### config.mk
export PLATFORM = sky130hd
export DESIGN_NAME = random_gen
export DESIGN_NICKNAME = d
export VERILOG_FILES = /design/src/rtl/random_pkg.sv /design/src/rtl/random_gen_lfsr_step.sv /design/src/rtl/random_gen.sv
export SDC_FILE = /design/constraint.sdc
export NUM_CORES = 1
export LEC_CHECK = 0
export ABC_AREA = 1
export CAP_MARGIN = 40
export CORE_AREA = 2 2 86 88
export CTS_CLUSTER_SIZE = 12
export DETAILED_ROUTE_END_ITERATION = 7
export DIE_AREA = 0 0 88 90
export GPL_TIMING_DRIVEN = 0
export HOLD_SLACK_MARGIN = 0.03
export PLACE_DENSITY = 0.67
export SYNTH_ARGS = -nofsm -noshare
export SYNTH_HDL_FRONTEND = slang
export SYNTH_SLANG_ARGS = --single-unit
### constraint.sdc
create_clock -name clk -period 2 [get_ports clk]
set_clock_uncertainty 0.05 [all_clocks]
set_input_delay 0.2 -clock clk [delete_from_list [all_inputs] [get_ports clk]]
set_output_delay 0.2 -clock clk [all_outputs]
set_load 0.01 [all_outputs]
### src/rtl/random_pkg.sv
// Shared constants and types for the game random-number source.
// Default LFSR geometry, reset seed and the draw-operation encoding.
package random_pkg;

   localparam int RAND_WIDTH = 16;

   localparam logic [RAND_WIDTH-1:0] RAND_TAPS = 16'hB400;
   localparam logic [RAND_WIDTH-1:0] RAND_SEED = 16'hACE1;

   typedef logic [RAND_WIDTH-1:0] rand_t;

   // What the state register does on the coming edge, highest priority first.
   typedef enum logic [1:0] {
      OP_IDLE  = 2'd0,
      OP_RESET = 2'd1,
      OP_SEED  = 2'd2,
      OP_DRAW  = 2'd3
   } rand_op_e;

endpackage

### src/rtl/random_gen_lfsr_step.sv
// One Galois LFSR step: shift right, fold TAPS in when the
// bit shifted out was a one. Purely combinational.
module lfsr_step
   import random_pkg::*;
#(
   parameter int                   WIDTH = RAND_WIDTH,
   parameter logic [WIDTH-1:0]     TAPS  = RAND_TAPS
) (
   input  logic [WIDTH-1:0] i_state,
   output logic [WIDTH-1:0] o_next_state
);

   logic [WIDTH-1:0] w_shift;
   logic             w_lsb;

   assign w_lsb   = i_state[0];
   assign w_shift = i_state >> 1;

   // Toggle the tap positions only when a one falls off the bottom.
   always_comb begin
      o_next_state = w_shift;
      if (w_lsb) begin
         o_next_state = w_shift ^ TAPS;
      end
   end

endmodule

### src/rtl/random_gen.sv
// Request-driven LFSR draw unit: returns offset + (new_state & mask)
// one cycle after each request, with reseed and zero-seed protection.
module random_gen
   import random_pkg::*;
#(
   parameter int               WIDTH = RAND_WIDTH,
   parameter logic [WIDTH-1:0] TAPS  = RAND_TAPS,
   parameter logic [WIDTH-1:0] SEED  = RAND_SEED
) (
   input  logic             clk,
   input  logic             rst,
   input  logic             req,
   input  logic [WIDTH-1:0] mask,
   input  logic [WIDTH-1:0] offset,
   input  logic             seed_load,
   input  logic [WIDTH-1:0] seed_in,
   output logic             ack,
   output logic [WIDTH-1:0] rdata,
   output logic [WIDTH-1:0] state
);

   logic [WIDTH-1:0] r_state;
   logic             r_ack;
   logic [WIDTH-1:0] r_rdata;

   logic [WIDTH-1:0] w_next;
   logic [WIDTH-1:0] w_masked;
   logic [WIDTH-1:0] w_sum;
   logic [WIDTH-1:0] w_seed_sel;
   rand_op_e         w_op;

   lfsr_step #(
      .WIDTH (WIDTH),
      .TAPS  (TAPS)
   ) u_step (
      .i_state      (r_state),
      .o_next_state (w_next)
   );

   // The draw result is built from the state the draw moves to;
   // the sum wraps naturally at WIDTH bits.
   assign w_masked = w_next & mask;
   assign w_sum    = offset + w_masked;

   // A zero seed would lock the LFSR at zero forever, so it is
   // replaced by the reset seed.
   assign w_seed_sel = (seed_in == '0) ? SEED : seed_in;

   // Fixed priority: reset, then reseed, then draw.
   always_comb begin
      w_op = OP_IDLE;
      if (rst) begin
         w_op = OP_RESET;
      end else if (seed_load) begin
         w_op = OP_SEED;
      end else if (req) begin
         w_op = OP_DRAW;
      end
   end

   // State, acknowledge pulse and held result update together.
   always_ff @(posedge clk) begin
      unique case (w_op)
         OP_RESET: begin
            r_state <= SEED;
            r_ack   <= 1'b0;
            r_rdata <= '0;
         end
         OP_SEED: begin
            r_state <= w_seed_sel;
            r_ack   <= 1'b0;
         end
         OP_DRAW: begin
            r_state <= w_next;
            r_ack   <= 1'b1;
            r_rdata <= w_sum;
         end
         default: begin
            r_ack   <= 1'b0;
         end
      endcase
   end

   assign ack   = r_ack;
   assign rdata = r_rdata;
   assign state = r_state;

   // The all-zero state must be unreachable once out of reset.
   a_state_nonzero : assert property (
      @(posedge clk) disable iff (rst)
      state != '0
   );

   // An acknowledge only ever follows a plain draw request.
   a_ack_source : assert property (
      @(posedge clk) disable iff (rst)
      ack |-> $past(req && !seed_load && !rst)
   );

endmodule

==> metrics.md, run 1 <==
| Metric | Value |
|---|---|
| Initial Util | `35.04%` |
| Worst Reg-to-Reg Cells | `10` |
| Initial antenna violation count | `0` |
| Largest delay share family, worst path | `simple AND/OR/NAND/NOR gates` |
| Peak VDD IR | `266.7 µV` |
| Std-Cell Rows | `31` |
| Ys async rst share | `0%` |
| Grt met2 use | `31.44%` |
| Post-layout nets | `506` |
| Outcome | `complete, but fails checks` |
| Grt peak-use layer | `met2` |
| Hold Path Depth | `3` |
| Failing checks | `negative setup slack` |
| Die W | `88 µm` |
| EDFF count, synth | `32` |
| Inserted Clock Buffers | `5` |
| Routed len/inst | `13.03 µm` |
| Worst reg2reg setup slack | `-0.04 ns` |
| Routed vias/inst | `4.556` |
| Worst stage delay on the critical path | `0.42 ns` |
| Register area | `980.9 µm²` |
| P&R area growth vs syn | `62.82%` |
| Synth area leader | `edfxtp_1` |
| Die H | `90 µm` |
| DIE AREA | `7920 µm²` |
| Max-cap viol count | `0` |
| Post-DP HPWL | `5123 µm` |
| Area of the multi-input gates | `1541 µm²` |
| Finished Layout Cells | `538` |
| Worst Path Required | `1.99 ns` |
| Commonest cells after routing, fill and taps aside | `clkdlybuf4s50_1, nand2_1, inv_1, nor2_1, edfxtp_1` |
| Synthesized flop and latch total | `33` |
| Largest net degree at the start of global routing | `18` |
| Worst setup margin | `-0.04245 ns` |
| Critical Path Start Type | `register` |
| Largest cells by area after synthesis | `edfxtp_1, nand2_1, inv_1` |
| Placed Cells | `516` |
| Mapped Cells | `333` |
| Reg2reg start | `state[9]` |
| Crit. End Element | `register` |
| Vias in the first global route | `2,388` |
| Clock Latency Late Sink | `0.28 ns` |
| Sequential fraction of the synthesis area | `39.88%` |
| Gr usage total | `17.56%` |
| Reg clk slew, reported paths | `0.07 ns` |
| Post-detailed-routing wire length | `7010 µm` |
| Sequence of cells on the critical path | `nand2_1 > inv_1 > ha_1 > nand2_1 > inv_2 > nand2_2 > nor3_2 > nand2_2 > a21oi_2 > nor2_1` |
| Global-route wire length before repair | `10,920 µm` |
| Cell variety after synth | `32` |
| Max Fclk | `489.6 MHz` |
| RD Place Congestion | `0.8927` |
| DRT iter0 DRCs | `162` |
| Post-route ant nets | `0` |
| RSZ-0062 raised after global routing | `yes` |
| Met3 GRT Util | `2.663%` |
| Top cell type's share of synthesized area | `39.06%` |
| Core Util, Final | `57.05%` |
| Core area | `7020 µm²` |
| Synth Warn # | `0` |
| Clock sinks | `33` |
| PwrDens | `600.7 nW/µm²` |
| Pre-antenna DRT Iters | `4` |
| # DRC | `0` |
| CP Data Arrival Time | `2.03 ns` |
| Peak fanout along the critical path | `5` |
| Number of diodes | `0` |
| # fillers | `625` |
| Ys flop type | `edfxtp_1` |
| Final hold vios | `0` |
| Worst Tran Pin Value | `0.7769 ns` |
| Grt met1 use | `21.40%` |
| Slew headroom | `48.06%` |
| Synthesized area | `2460 µm²` |
| Worst hold path class | `input pin to register` |
| Hold slack | `0.5583 ns` |
| Worst R2R End | `rdata[14]` |
| HP Start | `seed_in[3]` |
| Commonest non-fill, non-tap cell in the layout | `clkdlybuf4s50_1` |
| Leak | `1.820 nW` |
| Crit share post-route | `102.1%` |
| Crit-path slowest cell | `edfxtp_1` |
| Final min period | `2.042 ns` |
| CTS root buffer | `clkbuf_8` |
| H-tree level count | `2` |
| WHS Endpoint | `state[3]` |
| Avg Cell Area, Syn | `7.387 µm²` |
| Final Max Slew Viols | `0` |
| GRT overflow | `0` |
| Max Buffers Root-to-Sink | `2` |
| Ports | `85` |
| Share of layout cells above drive strength 1 | `23.46%` |
| CP Buf/Inv Count | `2` |
| Vias | `2,451` |
| PortBufs | `84` |
| CTS tree | `built` |
| Worst Setup Path Type | `register to register` |
| Synthesized net count | `401` |
| Setup violators final | `3` |
metal layers:
layer	part of all wire (%)	wire, µm
met1	40	2834
met2	53	3720
met3	4.9	346
met4	1.5	108
met5	0	0
kinds of logic (layout without fill, tap and decap cells):
| kind of cell | after synthesis | after routing | share of synthesized area, % |
|---|---|---|---|
| adders and majority gates | 16 | 16 | 8.444 |
| xor gates and xnor gates | 4 | 4 | 1.424 |
| buffers and inverters | 68 | 174 | 10.94 |
| and+or+nand+nor | 180 | 180 | 32.20 |
| DFF | 33 | 33 | 39.88 |
| AOI/OAI and AO/OA | 32 | 32 | 7.122 |
report_power, final:
group	total (mW)	switching (mW)	internal (mW)
registers	0.848	0.0298	0.819
clock network	0.752	0.257	0.495
logic	0.806	0.407	0.398
total	2.41	0.694	1.71
sequential cells by signal, summed over array words and instances (netlist names):
| register | flops |
|---|---|
| rdata | 16 |
| state | 16 |
| ack | 1 |
worst min-delay path: cells and delay by family:
| family | cells | cell delay, ns |
|---|---|---|
| AO/OA/AOI/OAI | 1 | 0.07 |
| buffers and inverters | 2 | 0.46 |
worst max path at each step:
stage          startpoint   endpoint  slack (ns)  cells after the start
2_1_floorplan    state[0]  rdata[15]       -0.04                     12
3_3_place_gp      mask[0]  rdata[10]       -0.25                     13
3_5_place_dp      mask[0]  rdata[10]       -0.28                     13
4_1_cts          state[0]  rdata[15]       -0.01                     10
5_1_grt          state[9]  rdata[14]       -0.17                     10
6_report         state[9]  rdata[14]       -0.04                     10
stage by stage:
step                power [mW]  setup slack [ns]  area, µm²  setup TNS, ns
detailed placement       1.483           -0.2783       3452         -4.128
global placement         1.473           -0.2519       3452         -3.020
finish                   2.406          -0.04245       4005       -0.09861
CTS                      2.321          -0.01393       3792       -0.02501
floorplan                1.196          -0.04264       2487       -0.09185
global route             2.515           -0.1680       4005        -0.7563
timing repair:
item / 4_1_cts / 5_1_grt
setup endpoints to repair: 8 / 9
buffers inserted: 9 / 5
pin swaps: 10 / 19
hold buffers: 0 / 0
resized for setup: 26 / 46
final cells by class:
cell class                 count  area share, %
inverter                      64          5.998
sequential                    33          24.49
multi-input combinational    232          38.49
buffer                         4         0.9684
clock inverter                 3          1.624
timing repair buffer          98          23.62
tap                           99          3.093
clock buffer                   5          1.718
cells in the mapped netlist, types with 2 or more instances:
cell type  count
a21oi_1       16
a22o_1         2
inv_2          5
xnor2_1        3
nand3_1       14
nand2_1       92
edfxtp_1      32
ha_1          15
buf_2          2
inv_1         59
o21ai_0        4
nor2_4         3
nand3_2        2
nor3_2         2
nor2_1        50
nand2_2       10
o21ai_1        7
Note: power is estimated with default switching activity, not from simulation.
==> run 2: changes to the inputs <==
--- a/config.mk
+++ b/config.mk
@@ -7,13 +7,13 @@
 export LEC_CHECK = 0
 export ABC_AREA = 1
 export CAP_MARGIN = 40
-export CORE_AREA = 2 2 86 88
+export CORE_AREA = 2 2 58 115
 export CTS_CLUSTER_SIZE = 12
 export DETAILED_ROUTE_END_ITERATION = 7
-export DIE_AREA = 0 0 88 90
+export DIE_AREA = 0 0 60 117
 export GPL_TIMING_DRIVEN = 0
 export HOLD_SLACK_MARGIN = 0.03
-export PLACE_DENSITY = 0.67
+export PLACE_DENSITY = 0.75
 export SYNTH_ARGS = -nofsm -noshare
 export SYNTH_HDL_FRONTEND = slang
 export SYNTH_SLANG_ARGS = --single-unit
==> run 2 against run 1 <==
The run still ends with negative setup slack left. Critical endpoint is now rdata[15]. Global-route usage rose by 2.1 points. Fmax fell by 2.5%. Largest power group unchanged. Design area fell by 2.3%. Flip-flop and latch count did not move. Total power fell by 0.93%. Non-clock buffer count fell by 2. Hold slack improved by 0.0052 ns. Critical path depth rose by 1. Wire length fell by 3.5%. Combinational power fell by 6.1%. Sequential share of layout area rose by 0.58 points. Largest cell class unchanged. Final cell count fell by 2.8%.
==> metrics.md, run 2 (synthesis results as in run 1) <==
| Metric | Value |
|---|---|
| Outcome | `complete, but fails checks` |
| Failing checks | `negative setup slack` |
| Largest net degree at the start of global routing | `18 (unchanged)` |
| Die W | `60 µm (-32%)` |
| RD Place Congestion | `0.9011 (+0.94%)` |
| RSZ-0062 raised after global routing | `yes` |
| Max Buffers Root-to-Sink | `2 (unchanged)` |
| Gr usage total | `19.63% (+2.1 points)` |
| Final hold vios | `0 (unchanged)` |
| Vias | `2,483 (+1.3%)` |
| Max Fclk | `477.1 MHz (-2.5%)` |
| Die H | `117 µm (+30%)` |
| Post-layout nets | `504 (-0.40%)` |
| # DRC | `0 (unchanged)` |
| Reg clk slew, reported paths | `0.05 ns (-0.02 ns)` |
| Routed vias/inst | `4.748 (+4.2%)` |
| Number of diodes | `0 (unchanged)` |
| Initial Util | `39.63% (+4.6 points)` |
| Post-route ant nets | `0 (unchanged)` |
| Sequence of cells on the critical path | `buf_8 > xnor2_4 > nor2_1 > ha_1 > nand2_2 > nor2_4 > buf_6 > a21oi_4 > nand3_2 > nand2_1 > nor2_1` |
| Core area | `6207 µm² (-12%)` |
| Crit. End Element | `register` |
| Post-DP HPWL | `5002 µm (-2.4%)` |
| Post-detailed-routing wire length | `6763 µm (-3.5%)` |
| Initial antenna violation count | `0 (unchanged)` |
| Worst Path Required | `1.99 ns (about the same)` |
| Clock Latency Late Sink | `0.28 ns (about the same)` |
| H-tree level count | `2 (unchanged)` |
| Max-cap viol count | `0 (unchanged)` |
| Placed inst area | `3436 µm² (-0.47%)` |
| Global-route wire length before repair | `10,240 µm (-6.3%)` |
| PortBufs | `84 (unchanged)` |
| Overall power | `2.384 mW (-0.93%)` |
| Peak VDD IR | `346.9 µV (+30%)` |
| P&R area growth vs syn | `59.05%` |
| Crit path top cell by count | `nor2_1` |
| Share of layout cells above drive strength 1 | `20.82% (-2.6 points)` |
| CP Data Arrival Time | `2.09 ns (+0.06 ns)` |
| Peak fanout along the critical path | `5 (unchanged)` |
| Commonest non-fill, non-tap cell in the layout | `clkdlybuf4s50_1` |
| Final min period | `2.096 ns (+0.05343 ns)` |
| Slew headroom | `46.99% (-1.1 points)` |
| DIE AREA | `7020 µm² (-11%)` |
| Crit share post-route | `104.8% (+2.7 points)` |
| Vias in the first global route | `2,363 (-1.0%)` |
| Worst setup margin | `-0.09588 ns (-0.05343 ns)` |
| Inserted Clock Buffers | `5 (unchanged)` |
| Area of the multi-input gates | `1464 µm² (-5.0%)` |
| Commonest cells after routing, fill and taps aside | `clkdlybuf4s50_1, nand2_1, inv_1, nor2_1, edfxtp_1` |
| Pre-antenna DRT Iters | `4 (unchanged)` |
| Std-Cell Rows | `41 (+32%)` |
| Ports | `85 (unchanged)` |
| CTS root buffer | `clkbuf_16` |
| Placed Cells | `503 (-2.5%)` |
| Leak | `1.804 nW (-0.86%)` |
| # fillers | `538 (-14%)` |
| Routed len/inst | `12.93 µm (-0.76%)` |
| CTS tree | `built` |
| GRT overflow | `0 (unchanged)` |
| Setup violators final | `4 (+1)` |
| CP Buf/Inv Count | `2 (unchanged)` |
| Final Cell Area | `3913 µm² (-2.3%)` |
| Worst Tran Pin Value | `0.7929 ns (+0.01597 ns)` |
| Register area | `980.9 µm² (unchanged)` |
| Worst stage delay on the critical path | `0.41 ns (about the same)` |
| Hold slack | `0.5635 ns (+0.005203 ns)` |
| Critical Path Start Type | `register` |
| DRT iter0 DRCs | `69 (-57%)` |
| Largest delay share family, worst path | `simple AND/OR/NAND/NOR gates` |
| Setup TNS | `-0.2377 ns (-0.1391 ns)` |
| Worst Setup Path Type | `register to register` |
| Finished Layout Cells | `523 (-2.8%)` |
| # hold bufs at CTS | `0 (unchanged)` |
| Crit-path slowest cell | `edfxtp_1` |
| PwrDens | `609.2 nW/µm² (+1.4%)` |
| Worst hold path class | `input pin to register` |
| Clock sinks | `33 (unchanged)` |
| Final Max Slew Viols | `0 (unchanged)` |
==> run 2: cell count changes in the layout (fill, tap and decap cells not counted), moves of 3 or more <==
cell / before / now
nand2_2: 22 / 17
a21oi_1: 9 / 12
nand2_1: 74 / 81
buf_4: 14 / 11
clkbuf_8: 6 / 2
clkbuf_16: 0 / 5
a21oi_2: 6 / 3
==> run 2: repair_timing <==
item,CTS,global route
buffers inserted,4,8
hold endpoints to repair,0,0
resized for setup,20,39
endpoints found under the setup margin,8,9
pin swaps,9,33
==> run 2: final timing paths <==
path / end / slack, ns / from / cells after the start
max: rdata[15] / -0.1 / state[0] / 11
min: state[3] / 0.56 / seed_in[3] / 3
max reg2reg: rdata[15] / -0.1 / state[0] / 11
min reg2reg: state[2] / 0.57 / state[3] / 2
==> run 2: routing by layer <==
| layer | wire [µm] | vias to the layer above | global-route usage (%) |
|---|---|---|---|
| li1 | - | 1252 | - |
| met1 | 2389 | 1109 | 19.83 |
| met2 | 3615 | 103 | 34.64 |
| met3 | 542 | 19 | 6.374 |
| met4 | 216 | 0 | 10.07 |
| met5 | 0 | - | 0 |
==> run 2: worst min-delay path: cells and delay by family <==
kind,cells,cell delay [ns]
AOI/OAI and AO/OA,1,0.07
buffers and inverters,2,0.46
==> run 2: power breakdown <==
part / internal [mW] / leakage, nW / total (mW) / switching (mW)
registers: 0.820 / 0.336 / 0.852 / 0.0313
logic: 0.375 / 1.40 / 0.757 / 0.382
clock network: 0.496 / 0.0712 / 0.775 / 0.279
total: 1.69 / 1.80 / 2.38 / 0.692
==> run 2: per-stage QoR <==
stage / util [%] / setup WS (ns)
final: 63.03 / -0.09588
after global routing: 63.03 / -0.1967
after CTS: 59.71 / -0.07584
after detailed placement: 55.35 / -0.2976
after global placement: 55.35 / -0.2763
after floorplan: - / -0.04264
==> run 2: final cells by class <==
type	instances	share of cell area, %
Timing Repair Buffer	96	23.89
Multi-Input combinational cell	232	37.42
Inverter	64	6.140
Buffer	4	0.9914
Clock buffer	8	3.742
Sequential cell	33	25.07
Tap cell	86	2.750
